**src/rtl/mc_cpu.sv**
```systemverilog
// Multi-cycle MIPS-subset core sharing one valid/ready memory port for fetch and data.
// Optional MC_CPU_BRANCH_EXT_EN adds bne/blez/bgtz/bltz; undefined, those opcodes are no-ops.
module mc_cpu #(
   parameter logic [31:0] RESET_PC = 32'h0000_0000,
   parameter logic [4:0]  DBG_REG0 = 5'd2,
   parameter logic [4:0]  DBG_REG1 = 5'd4
) (
   input  logic        clk,
   input  logic        reset,
   output logic        mem_req,
   output logic        mem_we,
   output logic [31:0] mem_addr,
   output logic [31:0] mem_wdata,
   input  logic [31:0] mem_rdata,
   input  logic        mem_ready,
   output logic [31:0] output1,
   output logic [31:0] output2
);

   typedef enum logic [2:0] {S_FETCH, S_DECODE, S_EXEC, S_MEM, S_WB} state_t;

   localparam logic [5:0] OP_RTYPE = 6'd0,  OP_REGIMM = 6'd1,  OP_J     = 6'd2,  OP_JAL  = 6'd3;
   localparam logic [5:0] OP_BEQ   = 6'd4,  OP_BNE    = 6'd5,  OP_BLEZ  = 6'd6,  OP_BGTZ = 6'd7;
   localparam logic [5:0] OP_ADDI  = 6'd8,  OP_ADDIU  = 6'd9,  OP_SLTI  = 6'd10, OP_SLTIU = 6'd11;
   localparam logic [5:0] OP_ANDI  = 6'd12, OP_ORI    = 6'd13, OP_LUI   = 6'd15;
   localparam logic [5:0] OP_LW    = 6'd35, OP_SW     = 6'd43;

   state_t      state, state_nxt;
   logic [31:0] pc, ir, a_reg, b_reg, alu_out, mdr;
   logic [31:0] rf [32];

   logic [5:0]  opcode, funct;
   logic [4:0]  rs, rt, rd, shamt;
   logic [31:0] sext_imm, zext_imm;
   logic        is_alu, is_j, is_jal, is_jr, is_jalr, is_br, is_lw, is_sw, legal;
   logic        br_taken;
   logic [31:0] alu_res;
   logic        rf_we;
   logic [4:0]  rf_waddr;
   logic [31:0] rf_wdata;

   assign opcode   = ir[31:26];
   assign rs       = ir[25:21];
   assign rt       = ir[20:16];
   assign rd       = ir[15:11];
   assign shamt    = ir[10:6];
   assign funct    = ir[5:0];
   assign sext_imm = {{16{ir[15]}}, ir[15:0]};
   assign zext_imm = {16'h0000, ir[15:0]};
   assign legal    = is_alu | is_j | is_jal | is_jr | is_jalr | is_br | is_lw | is_sw;

   // NOTE: every always_comb output gets a default first so no path can infer a latch.
   always_comb begin
      is_alu  = 1'b0;
      is_j    = 1'b0;
      is_jal  = 1'b0;
      is_jr   = 1'b0;
      is_jalr = 1'b0;
      is_br   = 1'b0;
      is_lw   = 1'b0;
      is_sw   = 1'b0;
      case (opcode)
         OP_RTYPE: begin
            case (funct)
               6'h00, 6'h02, 6'h03, 6'h20, 6'h21, 6'h22, 6'h23,
               6'h24, 6'h25, 6'h26, 6'h27, 6'h2a, 6'h2b: is_alu = 1'b1;
               6'h08:   is_jr   = 1'b1;
               6'h09:   is_jalr = 1'b1;
               default: ;
            endcase
         end
         OP_J:    is_j   = 1'b1;
         OP_JAL:  is_jal = 1'b1;
         OP_BEQ:  is_br  = 1'b1;
`ifdef MC_CPU_BRANCH_EXT_EN
         OP_BNE, OP_BLEZ, OP_BGTZ: is_br = 1'b1;
         OP_REGIMM: is_br = (rt == 5'd0);
`endif
         OP_ADDI, OP_ADDIU, OP_SLTI, OP_SLTIU, OP_ANDI, OP_ORI, OP_LUI: is_alu = 1'b1;
         OP_LW:   is_lw  = 1'b1;
         OP_SW:   is_sw  = 1'b1;
         default: ;
      endcase
   end

   always_comb begin
      br_taken = 1'b0;
      case (opcode)
         OP_BEQ:    br_taken = (a_reg == b_reg);
`ifdef MC_CPU_BRANCH_EXT_EN
         OP_BNE:    br_taken = (a_reg != b_reg);
         OP_BLEZ:   br_taken = a_reg[31] | (a_reg == 32'd0);
         OP_BGTZ:   br_taken = ~a_reg[31] & (a_reg != 32'd0);
         OP_REGIMM: br_taken = a_reg[31];
`endif
         default:   br_taken = 1'b0;
      endcase
   end

   always_comb begin
      alu_res = 32'd0;
      if (opcode == OP_RTYPE) begin
         case (funct)
            6'h00:        alu_res = b_reg << shamt;
            6'h02:        alu_res = b_reg >> shamt;
            6'h03:        alu_res = $unsigned($signed(b_reg) >>> shamt);
            6'h20, 6'h21: alu_res = a_reg + b_reg;
            6'h22, 6'h23: alu_res = a_reg - b_reg;
            6'h24:        alu_res = a_reg & b_reg;
            6'h25:        alu_res = a_reg | b_reg;
            6'h26:        alu_res = a_reg ^ b_reg;
            6'h27:        alu_res = ~(a_reg | b_reg);
            6'h2a:        alu_res = {31'd0, $signed(a_reg) < $signed(b_reg)};
            6'h2b:        alu_res = {31'd0, a_reg < b_reg};
            default:      alu_res = 32'd0;
         endcase
      end else begin
         case (opcode)
            OP_ADDI, OP_ADDIU: alu_res = a_reg + sext_imm;
            OP_SLTI:  alu_res = {31'd0, $signed(a_reg) < $signed(sext_imm)};
            OP_SLTIU: alu_res = {31'd0, a_reg < sext_imm};
            OP_ANDI:  alu_res = a_reg & zext_imm;
            OP_ORI:   alu_res = a_reg | zext_imm;
            OP_LUI:   alu_res = {ir[15:0], 16'h0000};
            default:  alu_res = 32'd0;
         endcase
      end
   end

   // Next state and memory port; the request is gated by reset so an abandoned access drops at once.
   always_comb begin
      state_nxt = state;
      mem_req   = 1'b0;
      case (state)
         S_FETCH: begin
            mem_req = reset;
            if (mem_ready) state_nxt = S_DECODE;
         end
         S_DECODE: state_nxt = (!legal || is_j || is_jal || is_jr || is_jalr) ? S_FETCH : S_EXEC;
         S_EXEC:   state_nxt = is_br ? S_FETCH : ((is_lw || is_sw) ? S_MEM : S_WB);
         S_MEM: begin
            mem_req = reset;
            if (mem_ready) state_nxt = is_lw ? S_WB : S_FETCH;
         end
         S_WB:     state_nxt = S_FETCH;
         default:  state_nxt = S_FETCH;
      endcase
   end

   assign mem_we    = (state == S_MEM) && is_sw;
   assign mem_addr  = (state == S_MEM) ? alu_out : pc;
   assign mem_wdata = b_reg;

   always_comb begin
      rf_we    = 1'b0;
      rf_waddr = 5'd0;
      rf_wdata = 32'd0;
      if (state == S_DECODE && is_jal) begin
         rf_we    = 1'b1;
         rf_waddr = 5'd31;
         rf_wdata = pc;
      end else if (state == S_DECODE && is_jalr) begin
         rf_we    = 1'b1;
         rf_waddr = rd;
         rf_wdata = pc;
      end else if (state == S_WB) begin
         rf_we    = 1'b1;
         rf_waddr = (opcode == OP_RTYPE) ? rd : rt;
         rf_wdata = is_lw ? mdr : alu_out;
      end
   end

   always_ff @(posedge clk or negedge reset) begin
      if (!reset) state <= S_FETCH;
      else        state <= state_nxt;
   end

   // NOTE: the register file is cleared on reset, so it is built from resettable flops, not a RAM macro.
   always_ff @(posedge clk or negedge reset) begin
      if (!reset) begin
         for (int i = 0; i < 32; i++) rf[i] <= 32'd0;
      end else if (rf_we && rf_waddr != 5'd0) begin
         rf[rf_waddr] <= rf_wdata;
      end
   end

   always_ff @(posedge clk or negedge reset) begin
      if (!reset) begin
         pc      <= RESET_PC;
         ir      <= 32'd0;
         a_reg   <= 32'd0;
         b_reg   <= 32'd0;
         alu_out <= 32'd0;
         mdr     <= 32'd0;
      end else begin
         case (state)
            S_FETCH: if (mem_ready) begin
               ir <= mem_rdata;
               pc <= pc + 32'd4;
            end
            S_DECODE: begin
               a_reg   <= rf[rs];
               b_reg   <= rf[rt];
               alu_out <= pc + {sext_imm[29:0], 2'b00};
               if (is_j || is_jal)        pc <= {pc[31:28], ir[25:0], 2'b00};
               else if (is_jr || is_jalr) pc <= rf[rs];
            end
            S_EXEC: begin
               if (is_br) begin
                  if (br_taken) pc <= alu_out;
               end else if (is_lw || is_sw) begin
                  alu_out <= a_reg + sext_imm;
               end else begin
                  alu_out <= alu_res;
               end
            end
            S_MEM: if (mem_ready && is_lw) mdr <= mem_rdata;
            default: ;
         endcase
      end
   end

   assign output1 = rf[DBG_REG0];
   assign output2 = rf[DBG_REG1];

endmodule
```
**config.mk**
```make
export PLATFORM = sky130hd
export DESIGN_NAME = mc_cpu
export DESIGN_NICKNAME = d
export VERILOG_FILES = /design/src/rtl/mc_cpu.sv
export SDC_FILE = /design/constraint.sdc
export NUM_CORES = 2
export LEC_CHECK = 0
export BUFFER_PORTS_ARGS = -buffer_cell sky130_fd_sc_hd__buf_2
export CAP_MARGIN = 15
export CORE_UTILIZATION = 40
export DETAILED_ROUTE_END_ITERATION = 12
export GPL_ROUTABILITY_DRIVEN = 0
export GPL_TIMING_DRIVEN = 0
export MAX_ROUTING_LAYER = met4
export PLACE_DENSITY = 0.57
export SYNTH_ARGS = -nofsm -noshare
export SYNTH_HDL_FRONTEND = slang
export SYNTH_SLANG_ARGS = --single-unit
```
**constraint.sdc**
```tcl
create_clock -name clk -period 3.78 [get_ports clk]
set_clock_uncertainty 0.05 [all_clocks]
set_input_delay 0.189 -clock clk [delete_from_list [all_inputs] [get_ports clk]]
set_output_delay 0.189 -clock clk [all_outputs]
set_load 0.03 [all_outputs]
```
After elaboration in Yosys (flattened, before gate mapping)
Index checks and enable logic that the tools add are counted.
Word-level totals
  flip-flop bits (word level): 1219
  input bits: 35
  logic and storage cells: 196
Operators by class
  $add $sub $neg: 5
  order comparisons: 8
  eq/ne operators: 39
  shift-type cells: 3
  mux-type cells: 53
  bitwise logic cells: 16
  reductions and logical operators: 32
Operators by type and width (count)
  bitwise mux 1024 bit: 1
  two-way mux 32 bit: 18
  one-hot mux 32 bit (11 select lines): 1
  binary-select mux 32 bit (select 5 bit): 2
  one-hot mux 32 bit (6 select lines): 1
  demux 32 bit (select 5 bit): 1
  adder 32 bit: 3
  < comparator 32 bit: 3
  one-hot mux 32 bit (3 select lines): 1
  equality test 6 bit (second input constant): 12
  one-hot mux 32 bit (2 select lines): 1
  equality test 6 x 4 -> 1 bit (second input constant): 9
  adder 32 x 3 -> 32 bit (second input constant): 1
  AND 32 x 16 -> 32 bit: 1
  AND 32 bit: 1
  equality test 32 bit: 1
  < comparator 32 x 16 -> 1 bit: 1
  NOT 32 bit: 1
  OR 32 x 16 -> 32 bit: 1
  OR 32 bit: 1
  << shifter 32 x 5 -> 32 bit: 1
  right shift 32 x 5 -> 32 bit: 1
  >>> shifter 32 x 5 -> 32 bit: 1
  subtractor 32 bit: 1
  33 further kinds: 91

Logic depth before layout (Yosys ltp)
  depth after elaboration: 18
  depth in mapped cells: 16
  mapped depth without buffers: 13

Worst setup path before layout
No wires, ideal clock.
  path type: register to register
  start: register ir[15]
  end: register alu_out[26]
  arrival time: 3.796 ns
  required time: 3.589 ns
  slack: -0.207 ns
  stages on the path, launching flop included: 14
  buffers on the path: 1
  clock period less this slack: 3.987 ns
  cells stage by stage: dfrtp_1 -> inv_1 -> ha_1 -> clkbuf_1 -> a21oi_1 -> nor2_1 -> o21ba_2 -> nor4_1 -> a21oi_1 -> a21bo_2 -> a311oi_1 -> xnor2_1 -> a221oi_1 -> a221oi_1
On the way
  cells in the longest elaborated chain, start to end: 6
Ends and longest elaborated chain
  from (decl): line 29  | logic [31:0] pc, ir, a_reg, b_reg, alu_out, mdr;
  from (signal assigned): line 198  | ir <= mem_rdata;
  adder 32 bit: line 119, 212
  one-hot mux 32 bit (6 select lines): line 118  | case (opcode)
  two-way mux 32 bit: line 102  | if (opcode == OP_RTYPE) begin
  two-way mux 32 bit: line 211  | end else if (is_lw || is_sw) begin
  two-way mux 32 bit: line 209  | if (is_br) begin
  one-hot mux 32 bit (2 select lines) (*): line 196  | case (state)
  to (signal assigned): line 204  | alu_out <= pc + {sext_imm[29:0], 2'b00};
  to (signal assigned): line 212  | alu_out <= a_reg + sext_imm;
  to (signal assigned): line 214  | alu_out <= alu_res;
  to (decl): line 29
Mark *: on every way between the ends. The rest lies on a longest branch, timed or not. The select of a mux whose other input is x is not followed.
A chain may end at the register's enable or synchronous reset.

Worst setup path after layout
  start: register ir[10]
  end: register alu_out[27]
On the way
  cells in the longest elaborated chain, start to end: 6
Ends and longest elaborated chain (line)
  adder 32 bit (tied with other cells): 119, 212
  one-hot mux 32 bit (6 select lines) / one-hot mux 32 bit (11 select lines) (equally long branches): 118, 103
  two-way mux 32 bit: 102
  two-way mux 32 bit: 211
  two-way mux 32 bit: 209
  one-hot mux 32 bit (2 select lines) (*): 196
Marks and branches as above.

==> impl_metrics.tcl <==
set metrics [dict create \
    dr.pass1.iters 13 \
    netlist_instances 7394 \
    grt_first_pass_wirelength_um 511400 \
    async_flop_share 1.000 \
    setup_violations 34 \
    place_area_um2 80300 \
    ys_warn_count 0 \
    setup_slack_ns -0.2362 \
    drt_wl_total_um 365200 \
    clock_latency_ns 0.82 \
    r2r_slack_ns -0.24 \
    area_growth_pct 18.55 \
    place_hpwl_um 274000 \
    p_per_area_nw_per_um2 842.7 \
    worst_pin_slew_ns 1.239 \
    cts_sinks 1219 \
    tritoncts "built" \
    ctsHoldBuffers 38 \
    final_cell_area_um2 89440 \
    final.fill_count 17462 \
    fin_crit_sh 1.062 \
    synth_nets 7638 \
    leakage_uw 0.03778 \
    antenna_found_initial 32 \
    synth_enable_flop_cells 0 \
    grt_setup_unrepaired "true" \
    layout-drive-gt1-share 0.2684 \
    hold_viol_final 454 \
    max_slew_margin 0.1742 \
    cp_max_fo 11 \
    cp-end-kind "flip-flop" \
    grt_start_max_net_pins 170 \
    viasPerCell 6.697 \
    hold_ws_ns -0.4492 \
    start_kind "flip-flop" \
    overflow 0 \
    drv_cap 0 \
    htree_levels 4 \
    r2r-start "ir[10]" \
    via_count 70722 \
    outcome "finished with violations" \
    synth-seq-cells 1219 \
    pin_count 165 \
    post-route-util 0.4767 \
    drcViolationCount 0 \
    ys.flop_type "dfrtp_1" \
    coreArea_um2 187600 \
    final_nets 8165 \
    yosysSeqAreaShare 0.4044 \
    finalCriticalPeriod_ns 4.016 \
    grt_pass1_vias 67730 \
    largest_reg_flops 960 \
    cts.clk_slew.worst_paths_ns 0.06 \
    r2r_cells 14 \
    wire_per_inst_um 34.58 \
    ys_types 90 \
    io_buffers 164 \
    die_width_um 436.3 \
    fmax_ghz 0.2490 \
    top_register "rf" \
    postRouteAntennaNets 0 \
    num_rows 159 \
    violations "negative hold slack, negative setup slack" \
    syn_area_per_cell_um2 10.20 \
    arrival_ns 4.65 \
    die-area_um2 190300 \
    start_util 0.4021 \
    synth_area_um2 75440 \
    die_h_um 436.3 \
    vdd_drop_max_mv 1.052 \
    numCtsBuffers 142 \
    required_ns 4.41 \
    r2r_end "alu_out[27]" \
    drtIter0Drc 10995 \
    grt_use_total 0.3889 \
    ctsRootBufferMaster "clkbuf_16" \
    clk_path_buf_depth 3 \
    finalMaxSlewViolations 0 \
    hp-class "input pin to async pin" \
    path_class "flip-flop to flip-flop" \
]
## metrics by stage
stage                     worst slack [ns]  cells  TNS [ns]  hold WS, ns  power (uW)
after floorplan                    0.01227   7394         0      -0.1566       38880
after global placement              -26.92  10053         -       0.4018       53520
after detailed placement            -2.083  10106   -622.18       0.1693       54420
after CTS                          -0.1379  10454    -5.914      -0.3955       71120
after global routing               -0.1695  10555    -1.089      -0.3291       76530
final                              -0.2362  10560    -2.952      -0.4492       75370
## kinds of logic after synthesis
family / Yosys count / share of synthesized area
compound gates: 2086 / 0.1572
xor+xnor: 87 / 0.01010
fa+ha+maj: 209 / 0.03506
buf+inv: 907 / 0.05049
flops: 1219 / 0.4044
mux: 913 / 0.2351
simple gates: 1973 / 0.1077
## critical path: stages, from the launching register on
cell and delay, ns:
dfrtp_2 0.56, clkinvlp_4 0.20, clkbuf_8 0.23, ha_2 0.43
and4_4 0.26, nand2_2 0.10, or4_4 0.48, nand4_1 0.22
buf_4 0.16, a21bo_4 0.17, a21boi_0 0.12, xnor2_1 0.31
nor3_1 0.12, a211oi_1 0.35, o22ai_1 0.12
## area by class of cell
| class | count | area (um2) | share of cell area |
|---|---|---|---|
| Antenna cell | 33 | 82.58 | 0.0009233 |
| Buffer | 736 | 4010 | 0.04484 |
| Clock buffer | 207 | 4141 | 0.04631 |
| Clock inverter | 48 | 548.0 | 0.006128 |
| Inverter | 148 | 623.1 | 0.006967 |
| Multi-Input combinational cell | 5268 | 42860 | 0.4793 |
| Sequential cell | 1219 | 30600 | 0.3421 |
| Tap cell | 2495 | 3122 | 0.03490 |
| Timing Repair Buffer | 406 | 3445 | 0.03851 |
## how the worst max path moves through the flow
stage / cells past startpoint / startpoint / end / slack, ns
after global routing: 17 / ir[1] / alu_out[25] / -0.17
after global placement: 1 / reset / ir[15] / -26.92
after CTS: 11 / ir[28] / rf[751] / -0.14
final: 14 / ir[10] / alu_out[27] / -0.24
after detailed placement: 16 / ir[9] / alu_out[25] / -2.08
after floorplan: 16 / ir[9] / alu_out[25] / 0.01
## where the power goes
part           internal [uW]  total, uW  switching, uW  leakage [uW]
sequential             14700      17600           2910        0.0166
clock                   8070      14100           6060       0.00230
combinational          15300      43700          28300        0.0189
total                  38100      75400          37300        0.0378
## cells in the mapped netlist, drive strengths merged (8+ instances only)
cell     count  area share
a211o        8     0.00093
inv        147      0.0073
a21o        32      0.0032
nor2b       21      0.0017
nand2      865       0.043
o21a        17      0.0017
nor4        27      0.0026
o31ai       21      0.0021
nand3       52      0.0034
mux2        93       0.014
ha         205       0.034
a211oi      70      0.0070
nand4       30      0.0025
o221ai      19      0.0022
mux2i      142       0.019
o211ai      31      0.0031
or3         15      0.0012
nor3        64      0.0044
dfrtp     1219        0.40
mux4       678        0.20
xor2        22      0.0026
a221oi      62      0.0073
nand2b      24      0.0020
o22ai       38      0.0033
o311ai       8      0.0010
o21bai      23      0.0023
a221o       13      0.0017
xnor2       65      0.0075
and3        19      0.0016
o21ai      784       0.052
and2        11     0.00091
nor2       816       0.041
a21oi      835       0.055
clkbuf     501       0.025
a31oi       29      0.0024
a2111oi     10      0.0013
buf        258       0.018
## cell usage in the layout (no fill, tap or decap), drive strengths merged, types with 70 or more instances in the layout
| cell type | count |
|---|---|
| a211oi | 70 |
| a21oi | 835 |
| buf | 605 |
| clkbuf | 697 |
| dfrtp | 1219 |
| ha | 205 |
| inv | 138 |
| mux2 | 93 |
| mux2i | 142 |
| mux4 | 678 |
| nand2 | 865 |
| nor2 | 816 |
| o21ai | 784 |
## timing repair
action                                   CTS  global route
buffers inserted                          67            76
resized for setup                        596           315
endpoints found under the hold margin    275           454
pin swaps                                 36            43
endpoints found under the setup margin  1117          1062
## per-layer routing
metal / vias up / GRT usage / wire length [um]
met3: 1586 / 0.1428 / 49710
li1: 28111 / - / -
met4: 0 / 0.2794 / 34340
met2: 5389 / 0.5430 / 153100
met1: 35636 / 0.4604 / 128000
met5: - / - / 0
Power figures use the tool's default switching activity.
